<file path="src/rtl/result_capture_pkg.sv">
// ============================================================================
//  Module      : result_capture_pkg
//  Description : Shared constants and helpers for the result_capture block.
//  Revision    : 1.0 - initial release
// ============================================================================
`default_nettype none

package result_capture_pkg;

  localparam int DEFAULT_WIDTH = 32;
  localparam int DEFAULT_DEPTH = 16;
  localparam int STAMP_W       = 16;
  localparam int DROP_W        = 8;

  // Increment that sticks at all-ones instead of wrapping back to zero.
  function automatic logic [DROP_W-1:0] sat_inc(input logic [DROP_W-1:0] v);
    if (v == {DROP_W{1'b1}}) begin
      return v;
    end
    return v + {{(DROP_W-1){1'b0}}, 1'b1};
  endfunction

endpackage

`default_nettype wire

</file>
<file path="src/rtl/capture_fifo.sv">
// ============================================================================
//  Module      : capture_fifo
//  Description : Synchronous-write, registered-read FIFO with wrap-around
//                pointers and an explicit occupancy counter. A push while
//                full is accepted only when a pop frees the head slot in the
//                same cycle.
//  Revision    : 1.0 - initial release
// ============================================================================
`default_nettype none

module capture_fifo #(
  parameter int  DEPTH = 16,
  parameter int  DW    = 32,
  localparam int AW    = $clog2(DEPTH),
  localparam int CW    = AW + 1
) (
  input  logic          clk,
  input  logic          rst,
  input  logic          i_wr_en,
  input  logic [DW-1:0] i_wr_data,
  input  logic          i_rd_en,
  output logic [DW-1:0] o_rd_data,
  output logic          o_rd_valid,
  output logic [CW-1:0] o_count,
  output logic          o_empty,
  output logic          o_full
);

  logic [DW-1:0] r_mem [DEPTH];
  logic [AW-1:0] r_wr_ptr;
  logic [AW-1:0] r_rd_ptr;
  logic [CW-1:0] r_count;
  logic [DW-1:0] r_rd_data;
  logic          r_rd_valid;

  logic w_pop;
  logic w_push;

  assign o_empty = (r_count == '0);
  assign o_full  = (r_count == CW'(DEPTH));
  assign w_pop   = i_rd_en && !o_empty;
  // A simultaneous pop vacates the head, so a full FIFO can still take the write.
  assign w_push  = i_wr_en && (!o_full || w_pop);

  // Storage array: written on push, never reset.
  always_ff @(posedge clk) begin
    if (w_push) begin
      r_mem[r_wr_ptr] <= i_wr_data;
    end
  end

  // Pointers, occupancy and the registered read port.
  always_ff @(posedge clk) begin
    if (rst) begin
      r_wr_ptr   <= '0;
      r_rd_ptr   <= '0;
      r_count    <= '0;
      r_rd_data  <= '0;
      r_rd_valid <= 1'b0;
    end else begin
      r_rd_valid <= w_pop;
      if (w_push) begin
        r_wr_ptr <= r_wr_ptr + AW'(1);
      end
      if (w_pop) begin
        r_rd_ptr  <= r_rd_ptr + AW'(1);
        r_rd_data <= r_mem[r_rd_ptr];
      end
      r_count <= r_count + CW'(w_push) - CW'(w_pop);
    end
  end

  assign o_rd_data  = r_rd_data;
  assign o_rd_valid = r_rd_valid;
  assign o_count    = r_count;

endmodule

`default_nettype wire

</file>
<file path="src/rtl/result_capture.sv">
// ============================================================================
//  Module      : result_capture
//  Description : Monitors a processor result bus and queues every new value
//                (first sample after enable, then each change) into a FIFO.
//                Captures that find the FIFO full are dropped and counted.
//                Optional macro RESULT_CAPTURE_TIMESTAMP_EN adds a 16-bit
//                free-running cycle stamp stored with each entry (rd_stamp).
//  Revision    : 1.0 - initial release
// ============================================================================
`default_nettype none

module result_capture
  import result_capture_pkg::*;
#(
  parameter int DEPTH = DEFAULT_DEPTH,
  parameter int WIDTH = DEFAULT_WIDTH
) (
  input  logic                   clk,
  input  logic                   rst,
  input  logic [WIDTH-1:0]       salida_in,
  input  logic                   cap_en,
  input  logic                   rd_en,
  output logic [WIDTH-1:0]       rd_data,
  output logic                   rd_valid,
  output logic                   empty,
  output logic                   full,
  output logic [$clog2(DEPTH):0] count,
  output logic                   overflow,
  output logic [DROP_W-1:0]      drop_cnt
`ifdef RESULT_CAPTURE_TIMESTAMP_EN
  ,
  output logic [STAMP_W-1:0]     rd_stamp
`endif
);

`ifdef RESULT_CAPTURE_TIMESTAMP_EN
  localparam int FW = WIDTH + STAMP_W;
`else
  localparam int FW = WIDTH;
`endif

  logic [WIDTH-1:0]  r_last;
  logic              r_seen;
  logic              r_overflow;
  logic [DROP_W-1:0] r_drop_cnt;

  logic          w_cap;
  logic          w_pop;
  logic          w_drop;
  logic [FW-1:0] w_wr_word;
  logic [FW-1:0] w_rd_word;

  // A capture is the first sample after enabling, or any change of value.
  assign w_cap  = cap_en && (!r_seen || (salida_in != r_last));
  assign w_pop  = rd_en && !empty;
  assign w_drop = w_cap && full && !w_pop;

`ifdef RESULT_CAPTURE_TIMESTAMP_EN
  logic [STAMP_W-1:0] r_stamp;

  // Free-running cycle counter, wraps naturally.
  always_ff @(posedge clk) begin
    if (rst) begin
      r_stamp <= '0;
    end else begin
      r_stamp <= r_stamp + STAMP_W'(1);
    end
  end

  assign w_wr_word = {r_stamp, salida_in};
  assign rd_stamp  = w_rd_word[FW-1:WIDTH];
`else
  assign w_wr_word = salida_in;
`endif

  assign rd_data = w_rd_word[WIDTH-1:0];

  // Change-detection state: last captured word and first-sample flag.
  always_ff @(posedge clk) begin
    if (rst) begin
      r_last <= '0;
      r_seen <= 1'b0;
    end else if (!cap_en) begin
      r_seen <= 1'b0;
    end else if (w_cap) begin
      r_seen <= 1'b1;
      r_last <= salida_in;
    end
  end

  // Sticky overflow and saturating drop counter; only reset clears them.
  always_ff @(posedge clk) begin
    if (rst) begin
      r_overflow <= 1'b0;
      r_drop_cnt <= '0;
    end else if (w_drop) begin
      r_overflow <= 1'b1;
      r_drop_cnt <= sat_inc(r_drop_cnt);
    end
  end

  assign overflow = r_overflow;
  assign drop_cnt = r_drop_cnt;

  capture_fifo #(
    .DEPTH (DEPTH),
    .DW    (FW)
  ) u_fifo (
    .clk        (clk),
    .rst        (rst),
    .i_wr_en    (w_cap),
    .i_wr_data  (w_wr_word),
    .i_rd_en    (rd_en),
    .o_rd_data  (w_rd_word),
    .o_rd_valid (rd_valid),
    .o_count    (count),
    .o_empty    (empty),
    .o_full     (full)
  );

endmodule

`default_nettype wire
</file>
<file path="config.mk">
export PLATFORM = sky130hd
export DESIGN_NAME = result_capture
export DESIGN_NICKNAME = d
export VERILOG_FILES = /design/src/rtl/result_capture_pkg.sv /design/src/rtl/capture_fifo.sv /design/src/rtl/result_capture.sv
export SDC_FILE = /design/constraint.sdc
export NUM_CORES = 1
export LEC_CHECK = 0
export ABC_AREA = 1
export BUFFER_PORTS_ARGS = -buffer_cell sky130_fd_sc_hd__buf_4
export CORE_ASPECT_RATIO = 0.75
export CORE_MARGIN = 2
export CORE_UTILIZATION = 50
export DETAILED_ROUTE_END_ITERATION = 10
export HOLD_SLACK_MARGIN = 0.05
export MAX_ROUTING_LAYER = met4
export PLACE_DENSITY = 0.69
export SLEW_MARGIN = 20
export SYNTH_ARGS = -nofsm -noshare
export SYNTH_HDL_FRONTEND = slang
export SYNTH_SLANG_ARGS = --single-unit
</file>
<file path="constraint.sdc">
create_clock -name clk -period 4 [get_ports clk]
set_input_delay 0.8 -clock clk [delete_from_list [all_inputs] [get_ports clk]]
set_output_delay 0.8 -clock clk [all_outputs]
set_load 0.05 [all_outputs]
</file>
* Word level (Yosys, flattened, before mapping) *
Memories as Yosys holds them, arrays and structs flattened. A register that Yosys moved wholly into a read port is not among the register bits.
Index checks and enable logic that the tools add are counted.

storage, ports and cells
  input bits = 36
  memories kept = 1
  RAM bits = 512
  word-level logic and storage cells = 40
  output and inout bits = 49
  register bits after elaboration = 56

cells by class
  multiplexer cells = 6
  reductions and logical operators = 15
  bitwise gates (word level) = 1
  eq/ne operators = 4
  $add $sub $neg = 5

memories
  name          depth  bits a word  read ports  clocked after Yosys merged registers in  write ports  RTL line            source
  u_fifo.r_mem  16     32           1           1                                        1            capture_fifo.sv:29  logic [DW-1:0] r_mem [DEPTH];

operators with widths
  cell                 number
  $ne 32x32->1         1
  $add 4x1->4 const B  2
  $add 8x1->8 const B  1
  $eq 8x8->1 const B   1
  $mux 8               1
  $add 5x1->5          1
  $eq 5x5->1 const B   1
  $logic_and 1x1->1    5
  $logic_not 5->1      1
  $mux 1               5
  $sub 5x1->5          1
  $logic_not 1->1      4
  $reduce_and 2->1     2
  $logic_or 1x1->1     2
  $ne 2x2->1 const B   1
  $reduce_or 2->1      1
  $not 1->1            1

* Logic depth before layout (Yosys ltp) *
Gate-level depths: netlist (run 1).

  depth after elaboration = 9
  mapped depth = 19
  gate-level depth less buffers = 18

* Cells and area by module *
From an unflattened synthesis (run 1), not the netlist that was laid out.

second synthesis, totals
  cell total of the unflattened synthesis = 2642
  area, all modules = 26101.3 um^2

by module, submodules not included
  module          cells an instance  times used  area each (um^2)
  capture_fifo    2286               1           23720.2
  result_capture  356                1           2381.0

* Worst setup path after synthesis (run 1) *
No wires, ideal clock.

  path kind = input port to flip-flop
  start point = in salida_in[1]
  end point = mem u_fifo.r_mem[11][0], enable pin
  cell stages on the path = 10
  data required time = 3.539 ns
  slack = -0.263 ns
  setup time = 0.461 ns
  buffers on the path = 0
  arrival = 3.802 ns
  cell sequence = inv_1 -> o21ai_0 -> nor2_1 -> nand2_1 -> nor2_1 -> nand2_1 -> nor2_1 -> nor2_2 -> nand2_1 -> nor3_1

on the way
  cells in the longest elaborated chain, start to end = 6

ends and longest elaborated chain
  item                          RTL line              source
  start: declaration            result_capture.sv:20  input logic [WIDTH-1:0] salida_in,
  $ne 32x32->1                  result_capture.sv:54  assign w_cap = cap_en && (!r_seen || (salida_in != r_last));
  $logic_or 1x1->1              result_capture.sv:54
  $logic_and 1x1->1             result_capture.sv:54
  $logic_and 1x1->1             capture_fifo.sv:43    assign w_push = i_wr_en && (!o_full || w_pop);
  $mux 1                        capture_fifo.sv:47    if (w_push) begin
  $mux 1 (not written as such)  capture_fifo.sv:48    r_mem[r_wr_ptr] <= i_wr_data;
  end: declaration              capture_fifo.sv:29

No other way between the ends.

* Final worst setup path (run 1) *
  start point = in salida_in[30]
  end point = mem u_fifo.r_mem[0][19], enable pin

on the way
  cells in the longest elaborated chain, start to end = 6

ends and longest elaborated chain
  item                          RTL line              source
  $ne 32x32->1                  result_capture.sv:54
  $logic_or 1x1->1              result_capture.sv:54
  $logic_and 1x1->1             result_capture.sv:54
  $logic_and 1x1->1             capture_fifo.sv:43
  via u_fifo.w_push             capture_fifo.sv:37    logic w_push;
  $mux 1                        capture_fifo.sv:47
  $mux 1 (not written as such)  capture_fifo.sv:48

The timed path passes the listed nets, and every way through them passes these cells.

==> results of run 1 <==
-- Yosys cell counts (all sizes together) (8+ instances only) --
| cell | number |
|---|---|
| a21oi | 46 |
| nand2 | 115 |
| ha | 12 |
| clkbuf | 76 |
| nand4 | 13 |
| xnor2 | 8 |
| o21ai | 363 |
| inv | 112 |
| buf | 53 |
| dfxtp | 88 |
| nor2 | 409 |
| o221ai | 36 |
| o22ai | 116 |
| edfxtp | 512 |
| o211ai | 9 |
| nand3 | 41 |
-- worst max path at each step --
stage,start,to,cells past startpoint
final,salida_in[30],u_fifo.r_mem[0][19],14
after global routing,salida_in[1],u_fifo.r_mem[0][25],12
after CTS,salida_in[25],u_fifo.r_mem[8][21],15
after detailed placement,salida_in[25],u_fifo.r_mem[8][27],15
after global placement,salida_in[1],u_fifo.r_mem[8][16],12
after floorplan,salida_in[1],u_fifo.r_mem[11][0],10
-- registers in the layout, summed over array words and instances, names as in the netlist --
register           cells
u_fifo.o_rd_data      32
u_fifo.o_count         5
overflow               1
r_seen                 1
u_fifo.o_rd_valid      1
u_fifo.r_mem         512
u_fifo.r_rd_ptr        4
u_fifo.r_wr_ptr        4
drop_cnt               8
r_last                32
-- report_power, final --
group | switching (mW) | internal [mW]
logic | 2.57 | 1.04
registers | 0.155 | 7.04
clock network | 2.32 | 3.14
total | 5.04 | 11.2
-- logic make-up after synthesis --
| logic type | share of synthesized area [%] |
|---|---|
| DFF | 71.46 |
| and+or+nand+nor | 9.605 |
| AOI/OAI and AO/OA | 13.22 |
| buffers and inverters | 4.497 |
| xor gates and xnor gates | 0.5113 |
| adders and majority gates | 0.7095 |
-- per-stage QoR --
stage          setup slack [ps]  setup TNS [ps]
2_1_floorplan            -263.4          -16860
3_3_place_gp              348.7               0
3_5_place_dp              276.3               0
4_1_cts                   928.7               0
5_1_grt                   741.4               0
6_report                  886.5               0
-- per-layer routing --
layer  vias to the layer above  GRT usage, %  share of wire (%)
li1                       7443             -                  -
met1                      8062         39.02                 43
met2                       886         37.04                 43
met3                       117         4.353                 11
met4                         0         8.333                2.6
met5                         -             -                  0
-- final cells by class --
| type | count | share of cell area [%] |
|---|---|---|
| diodes | 2 | 0.01827 |
| clock buffers | 79 | 5.914 |
| clock inverters | 28 | 1.005 |
| inverters | 112 | 1.557 |
| multi-input cells | 1181 | 21.47 |
| flip-flops and latches | 600 | 62.58 |
| well taps | 639 | 2.918 |
| repair buffers | 144 | 4.539 |
-- worst max-delay path, delay by kind of cell --
kind | cells | cell delay (ps)
buffers and inverters | 3 | 650
AND/OR/NAND/NOR | 11 | 1960
==> impl.org, run 1 <==
** Critical path
- The largest individual stage delay along the critical path comes from the cell sky130_fd_sc_hd__nor2_4.
- Worst reg-to-reg path cell count :: 12
- Critical Path Sink Type :: flip-flop
- Biggest cell delay along the critical path :: 950 ps
- CP startpoint kind :: primary input
- End of the worst register-to-register path :: u_fifo.r_mem[0][19]
- Reg-to-reg setup timing slack :: 950 ps
- Maximum fanout count along the critical path :: 25
- The worst setup path is of the in2reg kind.
- Required time of the critical path :: 4330 ps
- The critical path goes through buf_4, inv_1, nand2_1, nand2_1, nand3_1, nor2_1, nand2_1, nor2_1, nand2_1, nand2_2, nor2_8, nand2_1, nor2_4, buf_4.
- Counting stages on the worst path, the most repeated cell is sky130_fd_sc_hd__nand2_1.
- Arrival @ worst endpoint :: 3440 ps
- Worst reg2reg path startpoint :: r_last[16]

** Die
- Core box area :: 47,400 um2
- The initial utilization of the core area, before any placement, comes to 50.60%.
- Die height :: 193.7 um
- Floorplan die area :: 49,750 um2
- The die is 256.9 um wide.
- In this run the count of I/O pins placed on the die edge is 85.
- The initialized floorplan defines 69 standard-cell rows.

** Layout
- In the final layout, the multi-input gates occupy 5882 um2.
- The post-route netlist has 12.22% of its cells at a drive strength greater than 1.
- Most common cell after layout, fill and taps aside :: sky130_fd_sc_hd__edfxtp_1
- Flip-flop and latch area :: 17,150 um2
- From synthesis to final layout, the design area changed by 14.25%.
- Number of nets at the end of the flow :: 2,145
- Cells fill 57.81% of the core in the end.
- Counting the fill cells in the layout gives 3,756.
- After routing the design area is 27,400 um2.
- Commonest cells after routing, fill and taps aside :: sky130_fd_sc_hd__edfxtp_1, sky130_fd_sc_hd__nor2_1, sky130_fd_sc_hd__o21ai_0
- Post-Layout Cell Count :: 2,785

** Yosys
- After synthesis, flip-flops and latches occupy 71.46% of the total area.
- Cell count after synthesis :: 2,022
- Flip-flop cell with the highest count after synthesis :: sky130_fd_sc_hd__edfxtp_1
- In this run, synthesis produced a sequential element count of 600.
- Yosys attributes the largest share of cell area to sky130_fd_sc_hd__edfxtp_1, sky130_fd_sc_hd__dfxtp_1, sky130_fd_sc_hd__nor2_1.
- The number of nets handed over by synthesis was 2,071.
- After synthesis, the share of flip-flops with an asynchronous set or reset is 0%.
- Count of different cell masters after synthesis :: 32
- After synthesis the cells add up to 23,980 um2.
- Area fraction of the dominant cell type after synthesis :: 64.11%
- Cell accounting for the most synthesized area :: sky130_fd_sc_hd__edfxtp_1
- In this run, synthesis inferred 512 flip-flops with an integrated enable.
- For this run, the number of Yosys warnings is 0.
- Synthesized area divided by synthesized cell count :: 11.86 um2

** Drt
- In the routed layout, each cell is associated on average with a via count of 5.927.
- Starting DRC count in detailed routing :: 2,257
- The routed design has 63,950 um of wire.
- The detail route stage leaves a number of antenna-violating nets equal to 0.
- Vias after detailed routing :: 16.51k
- Total DRC errors in the routed layout :: 0
- In the final routed layout, each cell accounts on average for 22.96 um.
- The first detailed-routing pass ran for 5 iterations.

** Min path
- In this run the worst hold path is classified as in2reg.
- Hold wc startpoint :: salida_in[14]
- Worst hold stages :: 1
- The path with the worst hold slack has its endpoint at u_fifo.r_mem[5][14].

** Timing
- Worst slew pin tran :: 1158 ps
- Final period demand of the worst path :: 3113 ps
- Final worst hold slack :: 414.6 ps
- Between clock sinks in the finished design, the worst skew comes to 25.87 ps.
- Final setup violation count :: 0
- After layout, the worst path uses 77.84% of the clock period.
- Hold Fails Final Rpt :: 0
- Maximum achievable frequency :: 0.3212 GHz
- The final count of pins violating max slew came to 0.
- Setup repair after global routing missed its margin :: no
- The worst pin sits at a relative slew slack of 22.61%.

** Clocking
- TritonCTS built the clock tree.
- CTS placed an instance of sky130_fd_sc_hd__clkbuf_16 at the clock tree root.
- Sink count of the clock tree :: 600
- In this run the deepest clock path goes through 3 buffers.
- Post-CTS setup repair buffer count :: 0
- Number of CTS-inserted buffers :: 57
- Post-CTS repair changed the size of 0 cells.
- At the later pin of the worst-skew pair, clock insertion delay measures 620 ps.
- Hold repair after CTS inserted 0 buffers.
- Clock-pin slew was measured on the worst setup and hold paths at 60 ps.
- H-tree depth :: 2

** Global routing
- Wire length of the first global-routing pass :: 95,960 um
- Largest net degree at the start of global routing :: 259
- The number of global-route vias before repair came to 15.54k.
- Final global-route overflow total :: 0
- All-Layer GR Usage :: 26.25%
- The number of antenna violations at the first check in global routing came to 2.

** Power and ir drop
- Overall power consumption after layout is estimated at 16.27 mW.
- Summed over all cells, the static leakage comes to 9.622 nW.
- Across the VDD grid, the largest voltage drop is 401.7 uV.
- Dividing total power by cell area gives a power density of 593.7 nW/um2.

** Placement
- Summing all placed instances gives a cell area of 25,470 um2.
- Number of instances in the placed design :: 2,675
- At the end of routability-driven placement, the weighted congestion stood at 0.8490.
- Summed over all nets, the half-perimeter wirelength after detailed placement is 36,290 um.
- Number of I/O port buffers :: 84

** Status
- Run status :: complete, no violations

** Run
- Max-cap check violation count :: 0
No activity file was read; power rests on OpenSTA's default activity.
==> inputs of run 2 (changes only) <==
--- a/config.mk
+++ b/config.mk
@@ -5,7 +5,7 @@
 export SDC_FILE = /design/constraint.sdc
 export NUM_CORES = 1
 export LEC_CHECK = 0
-export ABC_AREA = 1
+export ABC_AREA = 0
 export BUFFER_PORTS_ARGS = -buffer_cell sky130_fd_sc_hd__buf_4
 export CORE_ASPECT_RATIO = 0.75
 export CORE_MARGIN = 2
@@ -13,7 +13,7 @@
 export DETAILED_ROUTE_END_ITERATION = 10
 export HOLD_SLACK_MARGIN = 0.05
 export MAX_ROUTING_LAYER = met4
-export PLACE_DENSITY = 0.69
+export PLACE_DENSITY = 0.67
 export SLEW_MARGIN = 20
 export SYNTH_ARGS = -nofsm -noshare
 export SYNTH_HDL_FRONTEND = slang
==> constraint.sdc (replaced) <==
create_clock -name clk -period 2.9 [get_ports clk]
set_input_delay 0.58 -clock clk [delete_from_list [all_inputs] [get_ports clk]]
set_output_delay 0.58 -clock clk [all_outputs]
set_load 0.05 [all_outputs]
==> impl.org, run 2 <==
** Drt
- Total DRC errors in the routed layout :: 0 (unchanged)
- The number of vias in the routed layout is 11.75k (was 16.51k).
- The number of detailed-route iterations in the first pass is 5 (unchanged).
- Detailed-route vias per instance :: 5.870 (was 5.927)
- Post-DR wirelength/cell :: 26.51 um (was 22.96 um)
- The count of nets left with antenna violations after detail routing is 0 (unchanged).
- The wire length after detailed routing is 53,040 um (was 63,950 um).
- The iteration-0 DRC count of the detailed router is 1,082 (was 2,257).

** Timing
- The final count of pins violating max slew was 0 (unchanged).
- Final setup violation count :: 0 (unchanged)
- The final worst clock skew is 31.83 ps (was 25.87 ps).
- Hold Fails Final Rpt :: 0 (unchanged)
- Final Cycle Share :: 95.89%
- The remaining max-slew budget at the tightest pin was 50.71% (was 22.61%).
- Worst slew pin tran :: 739.4 ps (was 1158 ps)
- The final total negative setup slack came to 0 ps (unchanged).
- Setup repair after global routing missed its margin: yes (was no).
- Final period demand of the worst path :: 2781 ps
- The worst-case setup margin in the final layout came to 119.3 ps (was 886.5 ps).
- Timing would allow up to 0.3596 GHz.

** Status
- Run status: complete, no violations (unchanged).

** Critical path
- The critical path launch point was r_last[24] (was salida_in[30]).
- Arrival @ worst endpoint :: 3080 ps (was 3440 ps)
- Reg-to-reg setup timing slack :: 120 ps (was 950 ps)
- The maximum net fanout on the critical path came to 7 (was 25).
- The kind of start point of the critical path is a flip-flop (was primary input).
- The critical path start-end classification was reg2reg (was in2reg).
- Cell at the slowest stage of the critical path :: sky130_fd_sc_hd__xor2_1 (was sky130_fd_sc_hd__nor2_4)
- The capturing element type of the critical path is a flip-flop (unchanged).
- Biggest cell delay along the critical path :: 530 ps (was 950 ps)
- The number of cells on the worst reg-to-reg path was 8 (was 12).
- End of the worst register-to-register path :: u_fifo.r_mem[3][3] (was u_fifo.r_mem[0][19])
- Required time of the critical path :: 3200 ps (was 4330 ps)
- Termination of the worst setup path :: u_fifo.r_mem[3][3] (was u_fifo.r_mem[0][19])
- The critical register-to-register path startpoint was r_last[24] (was r_last[16]).
- Cell-by-cell listing of the critical path :: xor2_1, nor4_4, nand4_1, o31a_2, nand3_1, buf_12, nor3_4, buf_4 (was buf_4, inv_1, nand2_1, nand2_1, nand3_1, nor2_1, nand2_1, nor2_1, nand2_1, nand2_2, nor2_8, nand2_1, nor2_4, buf_4)

** Yosys
- The library cell with the largest summed area after synthesis is sky130_fd_sc_hd__edfxtp_1 (unchanged).
- The register bit count reported by yosys came to 600 (unchanged).
- Share of flip-flops with an asynchronous set or reset :: 0% (unchanged)
- Post-synth top cells :: sky130_fd_sc_hd__edfxtp_1, sky130_fd_sc_hd__mux4_2, sky130_fd_sc_hd__dfxtp_1 (was sky130_fd_sc_hd__edfxtp_1, sky130_fd_sc_hd__nor2_1, sky130_fd_sc_hd__o21ai_0)
- Flip-flop cell with the highest count after synthesis :: sky130_fd_sc_hd__edfxtp_1 (unchanged)
- Count of different cell masters after synthesis :: 39 (was 32)
- Number of flops mapped to enable cells by yosys :: 512 (unchanged)
- Post-Synthesis Cell Area :: 23,130 um2 (was 23,980 um2)
- The sequential fraction of the synthesis area is 74.08% (was 71.46%).
- Synthesized Nets :: 1,211 (was 2,071)
- The synthesized area per cell came to 19.91 um2 (was 11.86 um2).
- The fraction of post-synthesis cell area in the top cell type by area came to 66.47% (was 64.11%).
- The gate count after technology mapping came to 1,162 (was 2,022).
- Main area contributors after synthesis: sky130_fd_sc_hd__edfxtp_1, sky130_fd_sc_hd__mux4_2, sky130_fd_sc_hd__dfxtp_1 (was sky130_fd_sc_hd__edfxtp_1, sky130_fd_sc_hd__dfxtp_1, sky130_fd_sc_hd__nor2_1).
- Warning count from the yosys run :: 0 (unchanged)
- The most common cell in the synthesized netlist is sky130_fd_sc_hd__edfxtp_1 (unchanged).

** Layout
- Antenna cell count :: 0 (was 2)
- Number of nets at the end of the flow :: 1,407 (was 2,145)
- Commonest cells after routing, fill and taps aside: sky130_fd_sc_hd__edfxtp_1, sky130_fd_sc_hd__mux4_2, sky130_fd_sc_hd__buf_4 (was sky130_fd_sc_hd__edfxtp_1, sky130_fd_sc_hd__nor2_1, sky130_fd_sc_hd__o21ai_0).
- Fill cell instance count of the final layout :: 3,268 (was 3,756)
- The fraction of final layout cells sized beyond drive strength 1 was 34.85% (was 12.22%).
- The leading cell type in the layout, fill and taps excluded is sky130_fd_sc_hd__edfxtp_1 (unchanged).
- The final cell count without fillers came to 2,001 (was 2,785).
- Number of flip-flops in the largest register :: 512 (unchanged)
- The synthesis-to-layout area growth was 20.32% (was 14.25%).
- Biggest register :: u_fifo.r_mem (unchanged)
- End-of-flow core utilization :: 60.69% (was 57.81%)

** Die
- The number of primary I/O pins came to 85 (unchanged).
- Floorplan die area :: 48,020 um2 (was 49,750 um2)
- Floorplan die width :: 252.4 um (was 256.9 um)
- The area of the placeable core was 45,860 um2 (was 47,400 um2).
- The vertical extent of the die came to 190.3 um (was 193.7 um).
- Number of rows created at floorplan :: 68 (was 69)
- Initial Util :: 50.44% (was 50.60%)

** Placement
- The number of input and output port buffers inserted was 84 (unchanged).
- The placement-stage worst setup slack came to -710.4 ps (was 276.3 ps).
- Number of instances in the placed design :: 1,895 (was 2,675)
- Global placer's final weighted congestion :: 0.7624 (was 0.8490)
- The detailed placement HPWL came to 32,000 um (was 36,290 um).

** Power and ir drop
- The cell area power density was 781.1 nW/um2 (was 593.7 nW/um2).
- The leakage power figure was 9.210 nW (was 9.622 nW).
- Worst supply voltage drop on vdd :: 565.2 uV (was 401.7 uV)

** Clocking
- The TritonCTS buffer count is 56 (was 57).
- H-tree depth :: 2 (unchanged)
- Hold-fix buffer count after cts :: 0 (unchanged)
- The insertion delay to the later sink of the worst-skew pair was 600 ps (was 620 ps).
- The clock-pin slew on the worst setup and hold paths was 60 ps (about the same).
- The clock tree from TritonCTS is yes (unchanged).
- The post-CTS setup buffer count is 0 (unchanged).
- The clock sink total came to 600 (unchanged).
- Clock Tree Root :: sky130_fd_sc_hd__clkbuf_16 (unchanged)
- The worst-case clock buffer depth was 3 (unchanged).

** Global routing
- Largest net degree at the start of global routing :: 60 (was 259)
- All-Layer GR Usage :: 23.28% (was 26.25%)
- GR Util met1 :: 33.97% (was 39.02%)
- Final global-route overflow total :: 0 (unchanged)
- Top Usage Layer GRT :: met2 (was met1)
- Number of global-route vias before repair :: 12.04k (was 15.54k)
- Global-route met2 utilization :: 34.40% (was 37.04%)
- The met3 capacity usage during global routing was 3.822% (was 4.353%).
- The number of antenna violations at the first check in global routing was 0 (was 2).
- Wire length of the first global-routing pass :: 78,690 um (was 95,960 um)

** Run
- The max-capacitance violation count was 0 (unchanged).

** Min path
- The type of the worst min-delay path is in2reg (unchanged).
-- run 2: area by class of cell --
class | instances | area (um2) | share of cell area, %
multi-input combinational | 487 | 5832 | 20.95
sequential | 600 | 17160 | 61.67
timing repair buffer | 200 | 2190 | 7.867
tap | 595 | 744.5 | 2.675
inverter | 13 | 56.30 | 0.2023
clock buffer | 87 | 1640 | 5.894
clock inverter | 19 | 206.4 | 0.7418
-- run 2: power by group --
group | leakage [nW] | switching [mW] | internal (mW) | total, mW
clock | 0.898 | 3.08 | 4.24 | 7.32
sequential | 5.35 | 0.198 | 9.68 | 9.88
combinational | 2.96 | 2.44 | 2.10 | 4.54
total | 9.21 | 5.72 | 16.0 | 21.7
-- run 2: stage by stage --
step,hold slack [ps],instance area [um2],total power [mW]
floorplan,480.7,23220,13.31
global placement,444.5,25920,14.58
detailed placement,450.6,25920,14.63
CTS,194.0,27780,21.93
global route,202.6,27830,22.56
finish,219.5,27830,21.74
-- run 2: cell families after synthesis --
| logic type | synth area share (%) |
|---|---|
| simple gates | 3.500 |
| mux | 17.26 |
| xor+xnor | 1.439 |
| flops | 74.08 |
| fa+ha+maj | 0.7356 |
| buf+inv | 1.731 |
| compound gates | 1.255 |
-- run 2: layer usage --
metal | vias to the layer above | wire length (um) | share of wire [%]
met1 | 6170 | 23400 | 44
li1 | 5049 | - | -
met4 | 0 | 1314 | 2.5
met3 | 89 | 3566 | 6.7
met2 | 437 | 24760 | 47
met5 | - | 0 | 0
-- run 2: critical path: cells and delay by family (launching register included) --
kind	cells	cell delay, ps
XOR/XNOR	1	530
AO/OA/AOI/OAI	1	260
buffers and inverters	2	430
AND/OR/NAND/NOR	4	920
flip-flops	1	350
-- run 2: worst min path at each step --
| stage | start | to | depth (start not counted) |
|---|---|---|---|
| final | salida_in[29] | u_fifo.r_mem[6][29] | 1 |
| after global routing | salida_in[29] | u_fifo.r_mem[6][29] | 1 |
| after CTS | salida_in[29] | u_fifo.r_mem[6][29] | 1 |
| after detailed placement | u_fifo.o_rd_data[24] | u_fifo.o_rd_data[24] | 2 |
| after global placement | u_fifo.o_rd_data[28] | u_fifo.o_rd_data[28] | 2 |
| after floorplan | r_last[11] | r_last[11] | 2 |
-- run 2: what timing repair did --
item	CTS	global route
gates resized for setup	2	12
endpoints found under the setup margin	2	1
pin swaps	2	13
